### config.mk
export PLATFORM = sky130hd
export DESIGN_NAME = wb_arbiter
export DESIGN_NICKNAME = d
export VERILOG_FILES = /design/src/rtl/wb_pkg_hdl.sv /design/src/rtl/wb_rr_arbiter_core.sv /design/src/rtl/wb_arbiter.sv
export SDC_FILE = /design/constraint.sdc
export NUM_CORES = 1
export LEC_CHECK = 0
export CAP_MARGIN = 20
export CORE_AREA = 2 2 123 125
export CTS_CLUSTER_SIZE = 28
export DETAILED_ROUTE_END_ITERATION = 10
export DIE_AREA = 0 0 125 127
export PLACE_DENSITY_LB_ADDON = 0.1
export SLEW_MARGIN = 25
export SYNTH_ARGS = -nofsm -noshare
export SYNTH_HDL_FRONTEND = slang
export SYNTH_HIERARCHICAL = 1
export SYNTH_SLANG_ARGS = --single-unit
### constraint.sdc
create_clock -name clk -period 5.2 [get_ports clk]
set_input_delay 1.04 -clock clk [delete_from_list [all_inputs] [get_ports clk]]
set_output_delay 1.04 -clock clk [all_outputs]
set_load 0.02 [all_outputs]
### src/rtl/wb_pkg_hdl.sv
// Shared Wishbone helpers: arbiter state encoding and round-robin pointer arithmetic.
package wb_pkg_hdl;

  typedef enum logic [1:0] {
    IDLE  = 2'd0,
    OWNED = 2'd1,
    TERM  = 2'd2
  } wb_arb_state_t;

  // Index of the master that follows idx in round-robin order.
  function automatic int rr_next(input int idx, input int n);
    return (idx + 1 >= n) ? 0 : idx + 1;
  endfunction

endpackage

### src/rtl/wb_rr_arbiter_core.sv
// Combinational round-robin picker: first set request at or above i_rr_ptr, wrapping.
module wb_rr_arbiter_core #(
  parameter int NUM_MASTERS = 4,
  parameter int PTR_WIDTH   = 2
) (
  input  logic [NUM_MASTERS-1:0] i_req,
  input  logic [PTR_WIDTH-1:0]   i_rr_ptr,
  output logic [NUM_MASTERS-1:0] o_winner
);

  logic [2*NUM_MASTERS-1:0] w_req2;
  logic [2*NUM_MASTERS-1:0] w_rot2;
  logic [2*NUM_MASTERS-1:0] w_back2;
  logic [NUM_MASTERS-1:0]   w_rot;
  logic [NUM_MASTERS-1:0]   w_pick;

  // Doubling the vector turns the rotate into a plain shift for any master count.
  assign w_req2   = {i_req, i_req};
  assign w_rot2   = w_req2 >> i_rr_ptr;
  assign w_rot    = w_rot2[NUM_MASTERS-1:0];
  assign w_pick   = w_rot & (~w_rot + NUM_MASTERS'(1));
  assign w_back2  = {w_pick, w_pick} << i_rr_ptr;
  assign o_winner = w_back2[2*NUM_MASTERS-1:NUM_MASTERS];

endmodule

### src/rtl/wb_arbiter.sv
// Round-robin Wishbone arbiter: one master owns the slave for a whole cyc,
// with a watchdog that terminates unanswered strobes with err.
module wb_arbiter
  import wb_pkg_hdl::*;
#(
  parameter int NUM_MASTERS    = 4,
  parameter int WB_ADDR_WIDTH  = 32,
  parameter int WB_DATA_WIDTH  = 16,
  parameter int TIMEOUT_CYCLES = 255
) (
  input  logic                                       clk,
  input  logic                                       rst,
  input  logic [NUM_MASTERS-1:0]                     m_cyc,
  input  logic [NUM_MASTERS-1:0]                     m_stb,
  input  logic [NUM_MASTERS-1:0]                     m_we,
  input  logic [NUM_MASTERS*WB_ADDR_WIDTH-1:0]       m_adr,
  input  logic [NUM_MASTERS*WB_DATA_WIDTH-1:0]       m_dout,
  input  logic [NUM_MASTERS*(WB_DATA_WIDTH/8)-1:0]   m_sel,
  output logic [WB_DATA_WIDTH-1:0]                   m_din,
  output logic [NUM_MASTERS-1:0]                     m_ack,
  output logic [NUM_MASTERS-1:0]                     m_err,
  output logic [NUM_MASTERS-1:0]                     m_rty,
  output logic                                       s_cyc,
  output logic                                       s_stb,
  output logic                                       s_we,
  output logic [WB_ADDR_WIDTH-1:0]                   s_adr,
  output logic [WB_DATA_WIDTH-1:0]                   s_dout,
  output logic [WB_DATA_WIDTH/8-1:0]                 s_sel,
  input  logic [WB_DATA_WIDTH-1:0]                   s_din,
  input  logic                                       s_ack,
  input  logic                                       s_err,
  input  logic                                       s_rty,
  output logic [NUM_MASTERS-1:0]                     gnt,
  output logic                                       timeout
);

  localparam int SW  = WB_DATA_WIDTH / 8;
  localparam int PW  = (NUM_MASTERS > 1) ? $clog2(NUM_MASTERS) : 1;
  localparam int WDW = (TIMEOUT_CYCLES > 1) ? $clog2(TIMEOUT_CYCLES) : 1;

  wb_arb_state_t          r_state;
  logic [NUM_MASTERS-1:0] r_gnt;
  logic [PW-1:0]          r_rr_ptr;
  logic [WDW-1:0]         r_wd_cnt;

  logic [NUM_MASTERS-1:0] w_core_gnt;
  logic [PW-1:0]          w_owner;
  logic [PW-1:0]          w_next_ptr;
  logic                   w_owned;
  logic                   w_term;
  logic                   w_resp;
  logic                   w_owner_cyc;
  logic                   w_wd_fire;

  wb_rr_arbiter_core #(
    .NUM_MASTERS (NUM_MASTERS),
    .PTR_WIDTH   (PW)
  ) u_core (
    .i_req    (m_cyc),
    .i_rr_ptr (r_rr_ptr),
    .o_winner (w_core_gnt)
  );

  // Outputs are gated by rst so a reset mid-transfer returns nothing to the master.
  assign w_owned     = (r_state == OWNED) && !rst;
  assign w_term      = (r_state == TERM) && !rst;
  assign w_resp      = s_ack | s_err | s_rty;
  assign w_owner_cyc = |(m_cyc & r_gnt);
  assign w_wd_fire   = (r_wd_cnt == WDW'(TIMEOUT_CYCLES - 1));
  assign w_next_ptr  = PW'(rr_next(int'(w_owner), NUM_MASTERS));
  assign gnt         = r_gnt;
  assign timeout     = w_term;
  assign m_din       = rst ? '0 : s_din;

  always_comb begin
    w_owner = '0;
    s_cyc   = 1'b0;
    s_stb   = 1'b0;
    s_we    = 1'b0;
    s_adr   = '0;
    s_dout  = '0;
    s_sel   = '0;
    for (int i = 0; i < NUM_MASTERS; i++) begin
      if (r_gnt[i]) begin
        w_owner = PW'(i);
        if (w_owned) begin
          s_cyc  = m_cyc[i];
          s_stb  = m_stb[i];
          s_we   = m_we[i];
          s_adr  = m_adr[i*WB_ADDR_WIDTH +: WB_ADDR_WIDTH];
          s_dout = m_dout[i*WB_DATA_WIDTH +: WB_DATA_WIDTH];
          s_sel  = m_sel[i*SW +: SW];
        end
      end
    end
  end

  for (genvar gi = 0; gi < NUM_MASTERS; gi++) begin : g_resp
    assign m_ack[gi] = w_owned & r_gnt[gi] & s_ack;
    assign m_rty[gi] = w_owned & r_gnt[gi] & s_rty;
    assign m_err[gi] = r_gnt[gi] & ((w_owned & s_err) | w_term);
  end

  always_ff @(posedge clk) begin
    if (rst) begin
      r_state  <= IDLE;
      r_gnt    <= '0;
      r_rr_ptr <= '0;
      r_wd_cnt <= '0;
    end else begin
      case (r_state)
        IDLE: begin
          r_wd_cnt <= '0;
          if (|m_cyc) begin
            r_gnt   <= w_core_gnt;
            r_state <= OWNED;
          end
        end
        OWNED: begin
          if (!w_owner_cyc) begin
            r_gnt    <= '0;
            r_rr_ptr <= w_next_ptr;
            r_wd_cnt <= '0;
            r_state  <= IDLE;
          end else if ((TIMEOUT_CYCLES != 0) && s_stb && !w_resp) begin
            if (w_wd_fire) begin
              r_wd_cnt <= '0;
              r_state  <= TERM;
            end else begin
              r_wd_cnt <= r_wd_cnt + WDW'(1);
            end
          end else begin
            r_wd_cnt <= '0;
          end
        end
        TERM: begin
          r_gnt    <= '0;
          r_rr_ptr <= w_next_ptr;
          r_wd_cnt <= '0;
          r_state  <= IDLE;
        end
        default: r_state <= IDLE;
      endcase
    end
  end

endmodule

==> impl_metrics.env, run 1 <==
export IMPL_required_ps=4160
export IMPL_synth_top_family_by_area="compound AO/OA/AOI/OAI gates"
export IMPL_cts_made_buffers=3
export IMPL_ys_flop_type="dfxtp_1"
export IMPL_post_dp_hpwl_um=12100
export IMPL_synth_top_cell_by_area="a221o_1"
export IMPL_wl_per_cell_um=18.0
export IMPL_stdcell_area_mm2=0.00616
export IMPL_drt_vias_per_instance=4.92
export IMPL_endpoint_kind="output pin"
export IMPL_finalClockSkew_ps=3.45
export IMPL_cts_hold_buf=0
export IMPL_drc_errors=0
export IMPL_synth_fa_ha_area_frac=0.0313
export IMPL_drive_gt1_frac=0.0356
export IMPL_p_leak_nw=2.18
export IMPL_switching_share=0.278
export IMPL_drt_iter0_markers=260
export IMPL_synth_most_common_cell="nand2_1"
export IMPL_hold_viol_final=0
export IMPL_cpMostUsedCell="clkdlybuf4s50_1"
export IMPL_ant_nets=0
export IMPL_grt_pass1_wl_um=24000
export IMPL_pwr_share_comb=0.556
export IMPL_core_area_mm2=0.0144
export IMPL_num_rows=44
export IMPL_fin_ws_ps=717
export IMPL_crit_path_max_incr_delay_ps=660
export IMPL_fin_crit_sh=0.862
export IMPL_grt_busiest_layer="met2"
export IMPL_die_area_mm2=0.0159
export IMPL_port_buffers=318
export IMPL_post_cts_resized=0
export IMPL_grt_use_met3=0.0289
export IMPL_cts_max_path_buffers=2
export IMPL_synth_edf_count=0
export IMPL_n_antenna_cell=0
export IMPL_fin_nets=944
export IMPL_wl_um=15900
export IMPL_async_flop_share=0
export IMPL_rsz0062_at_grt="false"
export IMPL_holdWs_ps=494
export IMPL_use_met2=0.345
export IMPL_powerDensity_mw_per_mm2=104
export IMPL_drt_pre_antenna_iters=6
export IMPL_first_global_vias=4253
export IMPL_slew_viol_final=0
export IMPL_cts_sinks=16
export IMPL_clk_pin_slew_worst_paths_ps=50
export IMPL_critPathKind="input port to output pin"
export IMPL_finalSetupViolations=0
export IMPL_h_tree_depth=1
export IMPL_cap_viol_max_count=0
export IMPL_die_w_um=125
export IMPL_start_util=0.194
export IMPL_syn_avg_cell_area_um2=6.68
export IMPL_p_clk_frac=0.230
export IMPL_post_place_cells=883
export IMPL_synth_nets=659
export IMPL_synth_xor_area_frac=0.00313
export IMPL_power_share_sequential=0.214
export IMPL_die_y_um=127
export IMPL_p_int_mw=0.463
export IMPL_holdCritPathClass="flop to flop"
export IMPL_preCtsSetupSlack_ps=747
export IMPL_cp_max_fo=51
export IMPL_grt_max_degree=103
export IMPL_ios=319
export IMPL_synth_seq_cells=16
export IMPL_antenna_found_initial=0
export IMPL_synthSimpleGateAreaFrac=0.268
export IMPL_path_cells="clkdlybuf4s50_1 -> nor2b_4 -> and3b_2 -> buf_12 -> a221o_1 -> o21ai_0 -> o21ai_1 -> clkdlybuf4s50_1"
export IMPL_p_sw_mw=0.179
export IMPL_met1_usage=0.229
export IMPL_synth_cells=419
export IMPL_crit_family="buffers and inverters"
export IMPL_worstMarginPinSlew_ps=739
export IMPL_final_cells=886
export IMPL_routabilityCongestion=0.873
export IMPL_yosysTopAreaCellShare=0.182
export IMPL_synth_compound_gate_area_share=0.471
export IMPL_status="finished, final reports clean"
export IMPL_cts_tree="yes"
export IMPL_max_freq_mhz=223
export IMPL_synth_area_leaders="a221o_1 (18%), dfxtp_1 (11%), o21ai_0 (9.7%)"
export IMPL_yosysWarningCount=6
export IMPL_vias=4360
export IMPL_cp_slowest_cell="clkdlybuf4s50_1"
export IMPL_crit_buf_inv=3
export IMPL_placed_area_mm2=0.00609
export IMPL_start_kind="input port"
export IMPL_cp_arrival_ps=3440
export IMPL_area_growth_pct=120
export IMPL_synth_mux_area_fraction=0.0179
export IMPL_grt_util_all_layers=0.185
export IMPL_post_cts_buffers=0
export IMPL_final_min_clock_period_ps=4480
export IMPL_netlist_area_mm2=0.00280
export IMPL_seq_area_frac_synth=0.114
export IMPL_ir_worst_vdd_uv=105
export IMPL_cts_root_buf="clkbuf_16"
export IMPL_overflow=0
export IMPL_relSlewSlack=0.504
export IMPL_setup_tns_final_ps=0
export IMPL_insertion_delay_ps=250
export IMPL_yosysUniqueCellTypes=47
export IMPL_synth_commonest_cells="nand2_1 (67), o21ai_0 (54), a221o_1 (51), o21ai_1 (51), nor2b_1 (22)"
==> logic make-up after synthesis <==
kind of cell,Yosys count
fa+ha+maj,7
simple gates,146
mux,5
xor+xnor,1
flops,16
compound gates,191
buf+inv,53
==> worst reg2reg max path, cell delays in order, from the launching register on <==
cell,delay [ps]
dfxtp_1,350
inv_1,90
ha_1,210
nor2b_4,330
o311ai_2,190
nor3_2,640
a41oi_1,230
a211oi_1,230
==> registers in the layout (all words and copies together) (netlist names) <==
signal and cells:
gnt 4, r_state 2, r_wd_cnt 8, r_rr_ptr 2
==> cell usage in the layout, fill, tap and decap left out, types with 3 or more instances in the layout <==
cell,instances
dfxtp_1,16
a221o_1,51
buf_12,4
and3_1,9
nand2b_1,3
nand2_1,67
clkbuf_16,3
ha_1,7
nor3_1,5
nor2b_1,22
nand3_1,6
clkdlybuf4s50_1,318
o21ai_0,54
a211oi_1,3
inv_1,8
a21oi_1,11
nor2_1,11
and2_1,3
mux2i_1,5
a31oi_1,4
buf_4,3
o21ai_1,51
nand4_1,5
==> cell type report <==
cell class                      instances  area [um2]
Clock buffer                            3        75.1
Fill cell                            1457        8260
Inverter                                8        30.0
Multi-Input combinational cell        350        2220
Sequential cell                        16         320
Tap cell                              184         230
Timing Repair Buffer                  325        3290
==> per-stage QoR <==
step / total power [mW] / utilization
global placement: 0.494 / 0.422
floorplan: 0.252 / -
CTS: 0.649 / 0.427
global route: 0.676 / 0.427
detailed placement: 0.496 / 0.422
finish: 0.642 / 0.427
==> per-layer routing <==
layer  vias to the layer above  routed length (um)  share of wire
li1                       2148                   -              -
met1                      2022                6690           0.42
met2                       180                8200           0.51
met3                        10                 870          0.055
met4                         0                 165          0.010
met5                         -                   0              0
==> power by group through the flow <==
stage	Clock, mW	Combinational [mW]	Sequential, mW
global placement	0	0.354	0.140
finish	0.148	0.357	0.138
global route	0.157	0.380	0.139
CTS	0.152	0.359	0.138
detailed placement	0	0.356	0.140
floorplan	0	0.116	0.136
==> path summary, 6_finish.rpt <==
kind | start | end | slack [ps] | depth (start not counted)
max | rst | s_adr[30] | 720 | 8
max reg2reg | r_state[1]$_SDFFE_PP0P_ | r_wd_cnt[4]$_SDFFE_PP0P_ | 2840 | 7
min | r_wd_cnt[7]$_SDFFE_PP0P_ | r_wd_cnt[7]$_SDFFE_PP0P_ | 490 | 2
min reg2reg | r_wd_cnt[7]$_SDFFE_PP0P_ | r_wd_cnt[7]$_SDFFE_PP0P_ | 490 | 2
Power figures use the tool's default switching activity.
==> run 2, diff against run 1 <==
- CORE_AREA: 2 2 123 125 -> 2 2 122 124
- DIE_AREA: 0 0 125 127 -> 0 0 124 126
- REMOVE_ABC_BUFFERS: unset -> 1
==> impl_metrics.env, run 2 (synthesized netlist as in run 1, its figures left out) <==
export IMPL_grt_util_all_layers=0.186
export IMPL_post_cts_buffers=0
export IMPL_hold_viol_final=0
export IMPL_cp_arrival_ps=3440
export IMPL_max_freq_mhz=223
export IMPL_fin_nets=943
export IMPL_r2r_start="r_state[1]$_SDFFE_PP0P_"
export IMPL_wl_per_cell_um=18.2
export IMPL_rsz0062_at_grt="false"
export IMPL_cts_sinks=16
export IMPL_endpoint_kind="output pin"
export IMPL_hold_path_cell_count=2
export IMPL_crit_path_max_incr_delay_ps=660
export IMPL_num_rows=44
export IMPL_top_layer="met4"
export IMPL_ir_worst_vdd_uv=94.8
export IMPL_insertion_delay_ps=250
export IMPL_die_area_mm2=0.0156
export IMPL_finalClockSkew_ps=1.98
export IMPL_fill_cells=1421
export IMPL_cp_max_fo=51
export IMPL_ios=319
export IMPL_die_w_um=124
export IMPL_fin_crit_sh=0.861
export IMPL_cts_made_buffers=3
export IMPL_drc_errors=0
export IMPL_port_buffers=318
export IMPL_final_min_clock_period_ps=4480
export IMPL_cts_hold_buf=0
export IMPL_ant_nets=0
export IMPL_h_tree_depth=1
export IMPL_top_register="r_wd_cnt"
export IMPL_largest_reg_flops=8
export IMPL_critPathKind="input port to output pin"
export IMPL_clk_pin_slew_worst_paths_ps=50
export IMPL_cts_tree="yes"
export IMPL_fin_util=0.431
export IMPL_worstHoldEndpoint="r_wd_cnt[7]$_SDFFE_PP0P_"
export IMPL_cap_viol_max_count=0
export IMPL_antenna_found_initial=1
export IMPL_holdCritPathClass="flop to flop"
export IMPL_drt_pre_antenna_iters=4
export IMPL_drive_gt1_frac=0.0413
export IMPL_start_util=0.196
export IMPL_cp_slowest_cell="clkdlybuf4s50_1"
export IMPL_layout_commonest_cell="clkdlybuf4s50_1"
export IMPL_area_growth_pct=120
export IMPL_cts_max_path_buffers=2
export IMPL_status="finished, final reports clean"
export IMPL_drt_vias_per_instance=4.94
export IMPL_slew_viol_final=0
export IMPL_cts_root_buf="clkbuf_16"
export IMPL_p_leak_nw=2.19
export IMPL_drt_iter0_markers=205
export IMPL_wl_met1_um=5980
export IMPL_powerDensity_mw_per_mm2=108
export IMPL_die_y_um=126
export IMPL_r2r_cells=7
export IMPL_holdCritStartpoint="r_wd_cnt[7]$_SDFFE_PP0P_"
export IMPL_post_dp_hpwl_um=12400
export IMPL_routabilityCongestion=0.912
export IMPL_finalSetupViolations=0
export IMPL_core_area_mm2=0.0143
export IMPL_grt_pass1_wl_um=23000
export IMPL_first_global_vias=4164
export IMPL_cpMostUsedCell="clkdlybuf4s50_1"
export IMPL_path_cells="clkdlybuf4s50_1 -> nor2b_4 -> and3b_2 -> buf_12 -> a221o_1 -> o21ai_0 -> o21ai_1 -> clkdlybuf4s50_1"
export IMPL_post_cts_resized=0
export IMPL_r2r_end="r_wd_cnt[4]$_SDFFE_PP0P_"
export IMPL_wl_um=16100
export IMPL_regToRegSetupSlack_ps=2800
export IMPL_required_ps=4160
export IMPL_wl_met3_um=1860
export IMPL_vias=4385
export IMPL_wl_met2_um=7880
export IMPL_start_kind="input port"
export IMPL_layout_common_cells="clkdlybuf4s50_1 (314), nand2_1 (67), o21ai_0 (54)"
export IMPL_relSlewSlack=0.516
export IMPL_worstMarginPinSlew_ps=722
export IMPL_grt_max_degree=78
export IMPL_setup_tns_final_ps=0
export IMPL_overflow=0
## run 2: cell count changes in the layout (fill, tap and decap cells not counted), sizes merged
cell,change
buf,+3
clkdlybuf4s50,-4
diode,+1
clkbuf,+1
## run 2: critical path: cells and delay by family
kind / cells / cell delay (ps)
simple gates: 2 / 570
buf+inv: 3 / 1360
compound gates: 3 / 420
## run 2: metrics by stage
stage / cell area [um2] / setup WS, ps / hold slack [ps] / cells / power [mW]
2_1_floorplan: 2560 / 432 / 462 / 374 / 0.244
3_3_place_gp: 6080 / 777 / 480 / 882 / 0.496
3_5_place_dp: 6080 / 725 / 494 / 882 / 0.498
4_1_cts: 6170 / 714 / 502 / 886 / 0.671
5_1_grt: 6170 / 572 / 523 / 887 / 0.694
6_report: 6170 / 724 / 494 / 887 / 0.665
## run 2: final cells by class
class | instances | area, um2 | share of cell area
antenna | 1 | 2.50 | 0.000405
clock buffer | 4 | 88.8 | 0.0144
inverter | 8 | 30.0 | 0.00486
multi-input combinational | 350 | 2220 | 0.360
sequential | 16 | 320 | 0.0519
tap | 184 | 230 | 0.0373
timing repair buffer | 324 | 3280 | 0.531
## run 2: worst max-delay path by stage
stage | startpoint | cells after the start | to
floorplan | rst | 3 | s_we
global placement | rst | 8 | s_dout[11]
detailed placement | rst | 8 | s_adr[13]
CTS | rst | 8 | s_adr[13]
global route | rst | 8 | s_adr[13]
finish | rst | 8 | s_adr[13]
## run 2: metal layers
| metal | track usage | vias up |
|---|---|---|
| met3 | 0.0620 | 22 |
| li1 | - | 2147 |
| met4 | 0.0568 | 0 |
| met5 | 0 | - |
| met1 | 0.204 | 2011 |
| met2 | 0.336 | 205 |
## run 2: power by group
group | internal, mW | total, mW | switching [mW]
combinational | 0.236 | 0.359 | 0.123
sequential | 0.127 | 0.137 | 0.0103
clock | 0.117 | 0.169 | 0.0521
total | 0.480 | 0.665 | 0.186
==> run 3, diff against run 2 <==
- GPL_ROUTABILITY_DRIVEN: unset -> 0
==> results of run 3 <==
No change in the layout: final DEF, timing and power equal those of run 2.
